**src/rtl/chu_spi_slv_pkg.sv**
```systemverilog
// Shared constants for the SPI slave slot core: register offsets, status bit
// positions, synchronizer lane indices and the datapath state enum.
package chu_spi_slv_pkg;

  localparam logic [1:0] SPI_SLV_REG_RX   = 2'd0;
  localparam logic [1:0] SPI_SLV_REG_STAT = 2'd1;
  localparam logic [1:0] SPI_SLV_REG_TX   = 2'd2;
  localparam logic [1:0] SPI_SLV_REG_CTRL = 2'd3;

  localparam int STAT_RX_VALID   = 0;
  localparam int STAT_RX_OVERRUN = 1;
  localparam int STAT_TX_EMPTY   = 2;
  localparam int STAT_SS_ACTIVE  = 3;
  localparam int STAT_RX_FULL    = 4;

  localparam int SYNC_SCLK = 0;
  localparam int SYNC_SS_N = 1;
  localparam int SYNC_MOSI = 2;

  typedef enum logic {
    IDLE   = 1'b0,
    ACTIVE = 1'b1
  } spi_slv_state_e;

endpackage

```
**src/rtl/chu_spi_slave_core_if.sv**
```systemverilog
// FPro MMIO slot bus as seen by one slot core; the CPU side is the master.
interface chu_spi_slave_core_if;
  logic        cs;
  logic        read;
  logic        write;
  logic [4:0]  addr;
  logic [31:0] wr_data;
  logic [31:0] rd_data;

  modport master (output cs, read, write, addr, wr_data, input rd_data);
  modport slave  (input cs, read, write, addr, wr_data, output rd_data);
endinterface

```
**src/rtl/chu_spi_slv_fifo.sv**
```systemverilog
// Small synchronous FIFO holding received SPI bytes; pop and push may coincide
// even when full, in which case occupancy is unchanged.
module chu_spi_slv_fifo #(
  parameter int DATA_W = 8,
  parameter int ADDR_W = 2
) (
  input  logic              clk,
  input  logic              reset,
  input  logic              push,
  input  logic              pop,
  input  logic [DATA_W-1:0] din,
  output logic [DATA_W-1:0] dout,
  output logic              full,
  output logic              empty
);
  localparam int DEPTH = 2 ** ADDR_W;
  localparam logic [ADDR_W:0] DEPTH_CNT = DEPTH[ADDR_W:0];

  logic [DATA_W-1:0] mem [DEPTH];
  logic [ADDR_W-1:0] wr_ptr_q, wr_ptr_d, rd_ptr_q, rd_ptr_d;
  logic [ADDR_W:0]   count_q, count_d;
  logic              do_push, do_pop;

  assign empty   = (count_q == '0);
  assign full    = (count_q == DEPTH_CNT);
  assign do_pop  = pop & ~empty;
  assign do_push = push & (~full | do_pop);
  assign dout    = mem[rd_ptr_q];

  always_comb begin
    wr_ptr_d = wr_ptr_q;
    rd_ptr_d = rd_ptr_q;
    count_d  = count_q + {{ADDR_W{1'b0}}, do_push} - {{ADDR_W{1'b0}}, do_pop};
    if (do_push) wr_ptr_d = wr_ptr_q + 1'b1;
    if (do_pop)  rd_ptr_d = rd_ptr_q + 1'b1;
  end

  always_ff @(posedge clk) begin
    if (!reset) begin
      wr_ptr_q <= '0;
      rd_ptr_q <= '0;
      count_q  <= '0;
    end else begin
      wr_ptr_q <= wr_ptr_d;
      rd_ptr_q <= rd_ptr_d;
      count_q  <= count_d;
    end
  end

  always_ff @(posedge clk) begin
    if (do_push) mem[wr_ptr_q] <= din;
  end
endmodule

```
**src/rtl/chu_spi_slave_core.sv**
```systemverilog
// SPI mode-0 peripheral slot core: oversampled pins, TX holding byte, RX store.
// Define SPI_SLV_RX_FIFO_EN to replace the single RX holding register with a FIFO.
module chu_spi_slave_core
  import chu_spi_slv_pkg::*;
#(
  parameter logic [7:0] DUMMY_BYTE        = 8'hFF,
  parameter int         RX_FIFO_DEPTH_BIT = 2
) (
  input  logic                clk,
  input  logic                reset,
  chu_spi_slave_core_if.slave bus,
  input  logic                spi_sclk,
  input  logic                spi_ss_n,
  input  logic                spi_mosi,
  output logic                spi_miso
);
  localparam logic [2:0] SYNC_PRESET = 3'b010;

  logic [2:0] pin_raw, sync_new, sync_old;
  assign pin_raw = {spi_mosi, spi_ss_n, spi_sclk};

  // stage 0/1 form the synchronizer, stage 2 is the previous sample for edge detection
  genvar gi;
  generate
    for (gi = 0; gi < 3; gi++) begin : g_sync
      logic [2:0] stage_q, stage_d;
      always_comb stage_d = {stage_q[1:0], pin_raw[gi]};
      always_ff @(posedge clk) begin
        if (!reset) stage_q <= {3{SYNC_PRESET[gi]}};
        else        stage_q <= stage_d;
      end
      assign sync_new[gi] = stage_q[1];
      assign sync_old[gi] = stage_q[2];
    end
  endgenerate

  logic sclk_rise_q, sclk_rise_d, sclk_fall_q, sclk_fall_d;
  logic ss_rise_q, ss_rise_d, ss_fall_q, ss_fall_d;
  logic mosi_bit;

  assign mosi_bit = sync_old[SYNC_MOSI];

  always_comb begin
    sclk_rise_d = sync_new[SYNC_SCLK] & ~sync_old[SYNC_SCLK];
    sclk_fall_d = ~sync_new[SYNC_SCLK] & sync_old[SYNC_SCLK];
    ss_rise_d   = sync_new[SYNC_SS_N] & ~sync_old[SYNC_SS_N];
    ss_fall_d   = ~sync_new[SYNC_SS_N] & sync_old[SYNC_SS_N];
  end

  always_ff @(posedge clk) begin
    if (!reset) begin
      sclk_rise_q <= 1'b0;
      sclk_fall_q <= 1'b0;
      ss_rise_q   <= 1'b0;
      ss_fall_q   <= 1'b0;
    end else begin
      sclk_rise_q <= sclk_rise_d;
      sclk_fall_q <= sclk_fall_d;
      ss_rise_q   <= ss_rise_d;
      ss_fall_q   <= ss_fall_d;
    end
  end

  logic rd_pop, tx_wr, ctrl_clr;
  assign rd_pop   = bus.cs & bus.read  & (bus.addr[1:0] == SPI_SLV_REG_RX);
  assign tx_wr    = bus.cs & bus.write & (bus.addr[1:0] == SPI_SLV_REG_TX);
  assign ctrl_clr = bus.cs & bus.write & (bus.addr[1:0] == SPI_SLV_REG_CTRL) & bus.wr_data[0];

  spi_slv_state_e state_q, state_d;

  always_ff @(posedge clk) begin
    if (!reset) state_q <= IDLE;
    else        state_q <= state_d;
  end

  always_comb begin
    state_d = state_q;
    case (state_q)
      IDLE:   if (ss_fall_q) state_d = ACTIVE;
      ACTIVE: if (ss_rise_q) state_d = IDLE;
    endcase
  end

  logic [7:0] tx_shift_q, tx_shift_d, rx_shift_q, rx_shift_d;
  logic [7:0] tx_buf_q, tx_buf_d, rx_push_byte;
  logic [2:0] bit_cnt_q, bit_cnt_d;
  logic       tx_empty_q, tx_empty_d, rx_overrun_q, rx_overrun_d;
  logic       rx_push, load_next, overrun_set;

  // A load samples the pre-write tx_buf, so a same-cycle CPU write survives as pending.
  always_comb begin
    tx_shift_d   = tx_shift_q;
    rx_shift_d   = rx_shift_q;
    bit_cnt_d    = bit_cnt_q;
    tx_buf_d     = tx_buf_q;
    tx_empty_d   = tx_empty_q;
    rx_push      = 1'b0;
    load_next    = 1'b0;
    rx_push_byte = {rx_shift_q[6:0], mosi_bit};
    if (state_q == IDLE) begin
      if (ss_fall_q) begin
        load_next = 1'b1;
        bit_cnt_d = 3'd0;
      end
    end else if (!ss_rise_q) begin
      if (sclk_rise_q) begin
        rx_shift_d = rx_push_byte;
        bit_cnt_d  = bit_cnt_q + 3'd1;
        rx_push    = (bit_cnt_q == 3'd7);
      end else if (sclk_fall_q) begin
        if (bit_cnt_q == 3'd0) load_next = 1'b1;
        else                   tx_shift_d = {tx_shift_q[6:0], 1'b0};
      end
    end
    if (load_next) begin
      tx_shift_d = tx_empty_q ? DUMMY_BYTE : tx_buf_q;
      tx_empty_d = 1'b1;
    end
    if (tx_wr) begin
      tx_buf_d   = bus.wr_data[7:0];
      tx_empty_d = 1'b0;
    end
  end

  always_comb begin
    rx_overrun_d = rx_overrun_q;
    if (ctrl_clr)    rx_overrun_d = 1'b0;
    if (overrun_set) rx_overrun_d = 1'b1;
  end

  always_ff @(posedge clk) begin
    if (!reset) begin
      tx_shift_q   <= '0;
      rx_shift_q   <= '0;
      bit_cnt_q    <= '0;
      tx_buf_q     <= '0;
      tx_empty_q   <= 1'b1;
      rx_overrun_q <= 1'b0;
    end else begin
      tx_shift_q   <= tx_shift_d;
      rx_shift_q   <= rx_shift_d;
      bit_cnt_q    <= bit_cnt_d;
      tx_buf_q     <= tx_buf_d;
      tx_empty_q   <= tx_empty_d;
      rx_overrun_q <= rx_overrun_d;
    end
  end

  logic       rx_valid, rx_full;
  logic [7:0] rx_byte;

`ifdef SPI_SLV_RX_FIFO_EN
  logic       fifo_empty;
  logic [7:0] fifo_dout;

  chu_spi_slv_fifo #(
    .DATA_W (8),
    .ADDR_W (RX_FIFO_DEPTH_BIT)
  ) u_rx_fifo (
    .clk   (clk),
    .reset (reset),
    .push  (rx_push),
    .pop   (rd_pop),
    .din   (rx_push_byte),
    .dout  (fifo_dout),
    .full  (rx_full),
    .empty (fifo_empty)
  );

  assign rx_valid    = ~fifo_empty;
  assign rx_byte     = fifo_empty ? 8'h00 : fifo_dout;
  assign overrun_set = rx_push & rx_full & ~(rd_pop & ~fifo_empty);
`else
  localparam int unused_depth_bit = RX_FIFO_DEPTH_BIT;
  logic [7:0] rx_byte_q, rx_byte_d;
  logic       rx_valid_q, rx_valid_d;

  // A push that coincides with a pop replaces the byte being read out.
  always_comb begin
    rx_byte_d  = rx_byte_q;
    rx_valid_d = rx_valid_q;
    if (rd_pop) rx_valid_d = 1'b0;
    if (rx_push && (!rx_valid_q || rd_pop)) begin
      rx_byte_d  = rx_push_byte;
      rx_valid_d = 1'b1;
    end
  end

  always_ff @(posedge clk) begin
    if (!reset) begin
      rx_byte_q  <= '0;
      rx_valid_q <= 1'b0;
    end else begin
      rx_byte_q  <= rx_byte_d;
      rx_valid_q <= rx_valid_d;
    end
  end

  assign rx_valid    = rx_valid_q;
  assign rx_byte     = rx_byte_q;
  assign rx_full     = 1'b0;
  assign overrun_set = rx_push & rx_valid_q & ~rd_pop;
`endif

  logic [31:0] status;
  logic        unused_ok;
  assign unused_ok = ^{bus.addr[4:2], bus.wr_data[31:8], sync_new[SYNC_MOSI]};

  always_comb begin
    status                  = '0;
    status[STAT_RX_VALID]   = rx_valid;
    status[STAT_RX_OVERRUN] = rx_overrun_q;
    status[STAT_TX_EMPTY]   = tx_empty_q;
    status[STAT_SS_ACTIVE]  = (state_q == ACTIVE);
    status[STAT_RX_FULL]    = rx_full;
  end

  always_comb begin
    spi_miso    = (state_q == ACTIVE) ? tx_shift_q[7] : 1'b1;
    bus.rd_data = '0;
    case (bus.addr[1:0])
      SPI_SLV_REG_RX:   bus.rd_data = {23'b0, rx_valid, rx_byte};
      SPI_SLV_REG_STAT: bus.rd_data = status;
      default:          bus.rd_data = '0;
    endcase
  end
endmodule

```
**src/flat_wrapper.sv**
```systemverilog
// flat-port wrapper written by rule: the top's interface ports become plain ports
module chu_spi_slave_core_flat import chu_spi_slv_pkg::*;
#(
  parameter logic [7:0] DUMMY_BYTE        = 8'hFF,
  parameter int         RX_FIFO_DEPTH_BIT = 2
)
  (clk, reset, spi_sclk, spi_ss_n, spi_mosi, spi_miso, bus_cs, bus_read, bus_write, bus_addr, bus_wr_data, bus_rd_data);
  chu_spi_slave_core_if bus_i ();
  input  logic clk;
  input  logic reset;
  input  logic spi_sclk;
  input  logic spi_ss_n;
  input  logic spi_mosi;
  output logic spi_miso;
  input wire logic [$bits(bus_i.cs)-1:0] bus_cs;
  input wire logic [$bits(bus_i.read)-1:0] bus_read;
  input wire logic [$bits(bus_i.write)-1:0] bus_write;
  input wire logic [$bits(bus_i.addr)-1:0] bus_addr;
  input wire logic [$bits(bus_i.wr_data)-1:0] bus_wr_data;
  output wire logic [$bits(bus_i.rd_data)-1:0] bus_rd_data;
  assign bus_i.cs = bus_cs;
  assign bus_i.read = bus_read;
  assign bus_i.write = bus_write;
  assign bus_i.addr = bus_addr;
  assign bus_i.wr_data = bus_wr_data;
  assign bus_rd_data = bus_i.rd_data;
  chu_spi_slave_core #(.DUMMY_BYTE(DUMMY_BYTE), .RX_FIFO_DEPTH_BIT(RX_FIFO_DEPTH_BIT)) u_core (.clk(clk), .reset(reset), .bus(bus_i), .spi_sclk(spi_sclk), .spi_ss_n(spi_ss_n), .spi_mosi(spi_mosi), .spi_miso(spi_miso));
endmodule
```
**config.mk**
```make
export PLATFORM = sky130hd
export DESIGN_NAME = chu_spi_slave_core_flat
export DESIGN_NICKNAME = d
export VERILOG_FILES = /design/src/rtl/chu_spi_slv_pkg.sv /design/src/rtl/chu_spi_slave_core_if.sv /design/src/rtl/chu_spi_slv_fifo.sv /design/src/rtl/chu_spi_slave_core.sv /design/src/flat_wrapper.sv
export SDC_FILE = /design/constraint.sdc
export NUM_CORES = 1
export LEC_CHECK = 0
export ABC_AREA = 1
export ABC_CLOCK_PERIOD_IN_PS = 3300
export CAP_MARGIN = 5
export CORE_MARGIN = 4
export CORE_UTILIZATION = 31
export CTS_CLUSTER_DIAMETER = 150
export DETAILED_ROUTE_END_ITERATION = 8
export PLACE_DENSITY_LB_ADDON = 0.12
export SLEW_MARGIN = 20
export SYNTH_ARGS = -nofsm -noshare
export SYNTH_HDL_FRONTEND = slang
export SYNTH_SLANG_ARGS = --single-unit
```
**constraint.sdc**
```tcl
create_clock -name clk -period 3.3 [get_ports clk]
set_clock_uncertainty 0.2 [all_clocks]
set_input_delay 0.825 -clock clk [delete_from_list [all_inputs] [get_ports clk]]
set_output_delay 0.825 -clock clk [all_outputs]
set_load 0.02 [all_outputs]
```
==> run metrics <==
initial antenna violation count=0; drt first pass iters=4; antenna diode count=0; Yosys reg bits=51; layout cells sized above 1=15.5%; WHS Endpoint=u_core.sclk_rise_q; CTS H-tree lvls=2; Post-synth ARST share=0%; non-filler cells, final=428; HP Start=u_core.g_sync[0].stage_q[2]; Initial Util=32.2%; clock-pin slew on the worst setup and hold paths=0.08 ns; CP endpoint kind=primary output; Routed WL per cell=about 10 µm; vias in the first global route=~1700; Yosys top cell by area=dfxtp_1; die height=around 95 µm; multiplexer share of the synthesized area=0%; HPWL after DPL=approximately 3200 µm; Switching Power=0.263 mW; largest family of logic cells by synthesized area=simple AND/OR/NAND/NOR gates; Yosys warnings=0; row count=31; Slew Limit Fails=0; Hold Path Class=reg -> reg; Compound-Gate Fraction of Synth Area=13.4%; synth unique cells=26; P_int=0.857 mW; vias per cell=4.23; status=finished clean; grt total ovfl=0; top post-synthesis cells by area=dfxtp_1, nor2_1, buf_4; fin crit period=3.10 ns; IO Pins=78; Post-Synth Adder-Cell Area=1.60%; die area=9030 µm²; DRC=0; core area=7290 µm²; worst-path maximum fanout=6; Root Buffer=clkbuf_8; I/O Buffers=27; Net Sw Frac=approximately a quarter; Leakage=1.17 nW; endpoints failing setup=0; Max Cap Viol=0; top-count cell post-synth=nor2_1; dpl cells=420; Post-synth EDFFs=0; first-pass GRT wire length=7620 µm; relative slew slack=between 60% and 70%; Yosys top cell area share=a little over two fifths; GP Congestion=0.705; R2R setup slack=1.52 ns; Worst-Margin Slew=0.550 ns; clk sinks=51; post-synthesis simple-gate area fraction=around 27%; crit share post-route=between 90 and 100%; sequential area share after synthesis=43.5%; power share of the clock group=approximately a third; clk buf depth=2; post-CTS setup buffer count=0; reg2reg end=u_core.rx_byte[5]; commonest cells in the netlist=nor2_1, dfxtp_1, nand2_1; worst reg-to-reg path cell count=8; Die Width=95.0 µm; final hold violation count=0; worst setup margin=0.203 ns; Crit Path Category=in -> out; Initial DRC Count=66; remaining antenna violation count after routing=0; Layout area overhead=15.2%; CP required=approximately 2.3 ns; Post-Synthesis Cells=302; Synth Cell Area=2350 µm²; GR Util All Layers=10.7%; Post-Synth XOR/XNOR Area=0%; combinational power share=8.8%; Startpoint Class=input port; worst skew pair latency=0.30 ns; Routed WL=4490 µm; pin count of the biggest net entering global routing=35; Max Clk Rate=0.323 GHz; Main synth FF type=dfxtp_1; Layout Nets=376; Synth Area per Inst=7.77 µm²; via count=~1800; Seq pwr share=56.8%; Post-Place Worst Slack=-0.0948 ns; unrepaired setup endpoints after global routing=false; Crit path arrival time=a little over 2 ns; CTS tree=built; hold path cells=1; Worst R2R Start=u_core.ss_rise_q; TritonCTS buffer count=5; Peak VDD IR=173 µV; power density over the cells=roughly 410 nW/µm²
## what timing repair did
action                     CTS  global route
hold endpoints to repair     0             0
gates resized for setup      9             0
hold buffers                 0             0
setup endpoints to repair    9             0
## cell usage in the layout, fill, tap and decap left out
master	count
a21oi_1	8
a21oi_2	14
buf_4	4
clkbuf_1	1
clkbuf_8	7
clkdlybuf4s50_1	18
conb_1	23
dfxtp_1	51
dlygate4sd2_1	9
ha_1	3
inv_1	21
inv_2	2
inv_4	1
nand2_1	39
nand2_2	5
nand3_1	12
nand3_2	10
nand3b_1	1
nor2_1	63
nor2_2	2
nor2_4	2
nor3_1	1
o211ai_1	1
o21ai_0	21
o21ai_1	6
o21ai_2	1
or2_2	3
## cells by family after synthesis
kind of cell / count (synthesis)
buffers and inverters: 58
AO/OA/AOI/OAI: 51
adder cells (fa/ha/maj): 3
AND/OR/NAND/NOR: 138
flip-flops: 51
other: 1
## critical path: stages
cell	delay, ns
clkdlybuf4s50_1	0.48
nor2_4	0.20
inv_1	0.12
nor2_1	0.10
dlygate4sd2_1	0.34
## per-layer routing
metal	vias to the layer above	routed length [µm]	GRT usage [%]
li1	963	-	-
met1	798	2290	14.0
met2	43	1840	16.7
met3	5	291	2.76
met4	0	72	4.69
met5	-	0	0
## metrics by stage
step | TNS (ns) | hold WS, ns | utilization, % | instance area, µm² | total power [mW]
6_report | 0 | 0.214 | 37.1 | 2710 | 1.12
3_3_place_gp | -0.527 | 0.194 | 35.9 | 2620 | 0.751
4_1_cts | 0 | 0.216 | 37.1 | 2710 | 1.14
5_1_grt | 0 | 0.238 | 37.1 | 2710 | 1.18
2_1_floorplan | 0 | 0.189 | - | 2430 | 0.733
3_5_place_dp | -0.506 | 0.201 | 35.9 | 2620 | 0.751
## cell type report
| cell class | instances | area (µm²) |
|---|---|---|
| tap | 99 | 124 |
| clock buffer | 8 | 100 |
| timing repair buffer | 31 | 289 |
| sequential | 51 | 1020 |
| fill | 796 | 4590 |
| multi-input combinational | 215 | 1080 |
| inverter | 24 | 92.6 |
## power by group through the flow
stage	combinational (mW)	sequential [mW]	clock, mW
floorplan	0.0855	0.648	0
global route	0.111	0.638	0.432
global placement	0.100	0.650	0
finish	0.0989	0.636	0.385
detailed placement	0.101	0.650	0
CTS	0.100	0.636	0.407
## state kept, by name, indices dropped and copies added (netlist names)
signal	flops
u_core.g_sync.stage_q	9
u_core.rx_byte	8
u_core.tx_buf_q	8
u_core.tx_shift_q	8
u_core.rx_shift_q	7
u_core.bit_cnt_q	3
u_core.rx_overrun_q	1
u_core.rx_valid	1
u_core.sclk_fall_q	1
u_core.sclk_rise_q	1
u_core.ss_fall_q	1
u_core.ss_rise_q	1
u_core.state_q	1
u_core.tx_empty_q	1
## worst max path at each step
| stage | end | slack [ns] | from | cells past startpoint |
|---|---|---|---|---|
| 2_1_floorplan | bus_rd_data[0] | 0.85 | bus_addr[1] | 3 |
| 3_3_place_gp | bus_rd_data[4] | -0.1 | bus_addr[0] | 5 |
| 3_5_place_dp | bus_rd_data[6] | -0.09 | bus_addr[0] | 5 |
| 4_1_cts | bus_rd_data[6] | 0.17 | bus_addr[0] | 5 |
| 5_1_grt | bus_rd_data[6] | 0.07 | bus_addr[0] | 5 |
| 6_report | bus_rd_data[6] | 0.20 | bus_addr[0] | 5 |
No activity file was read; power rests on OpenSTA's default activity.
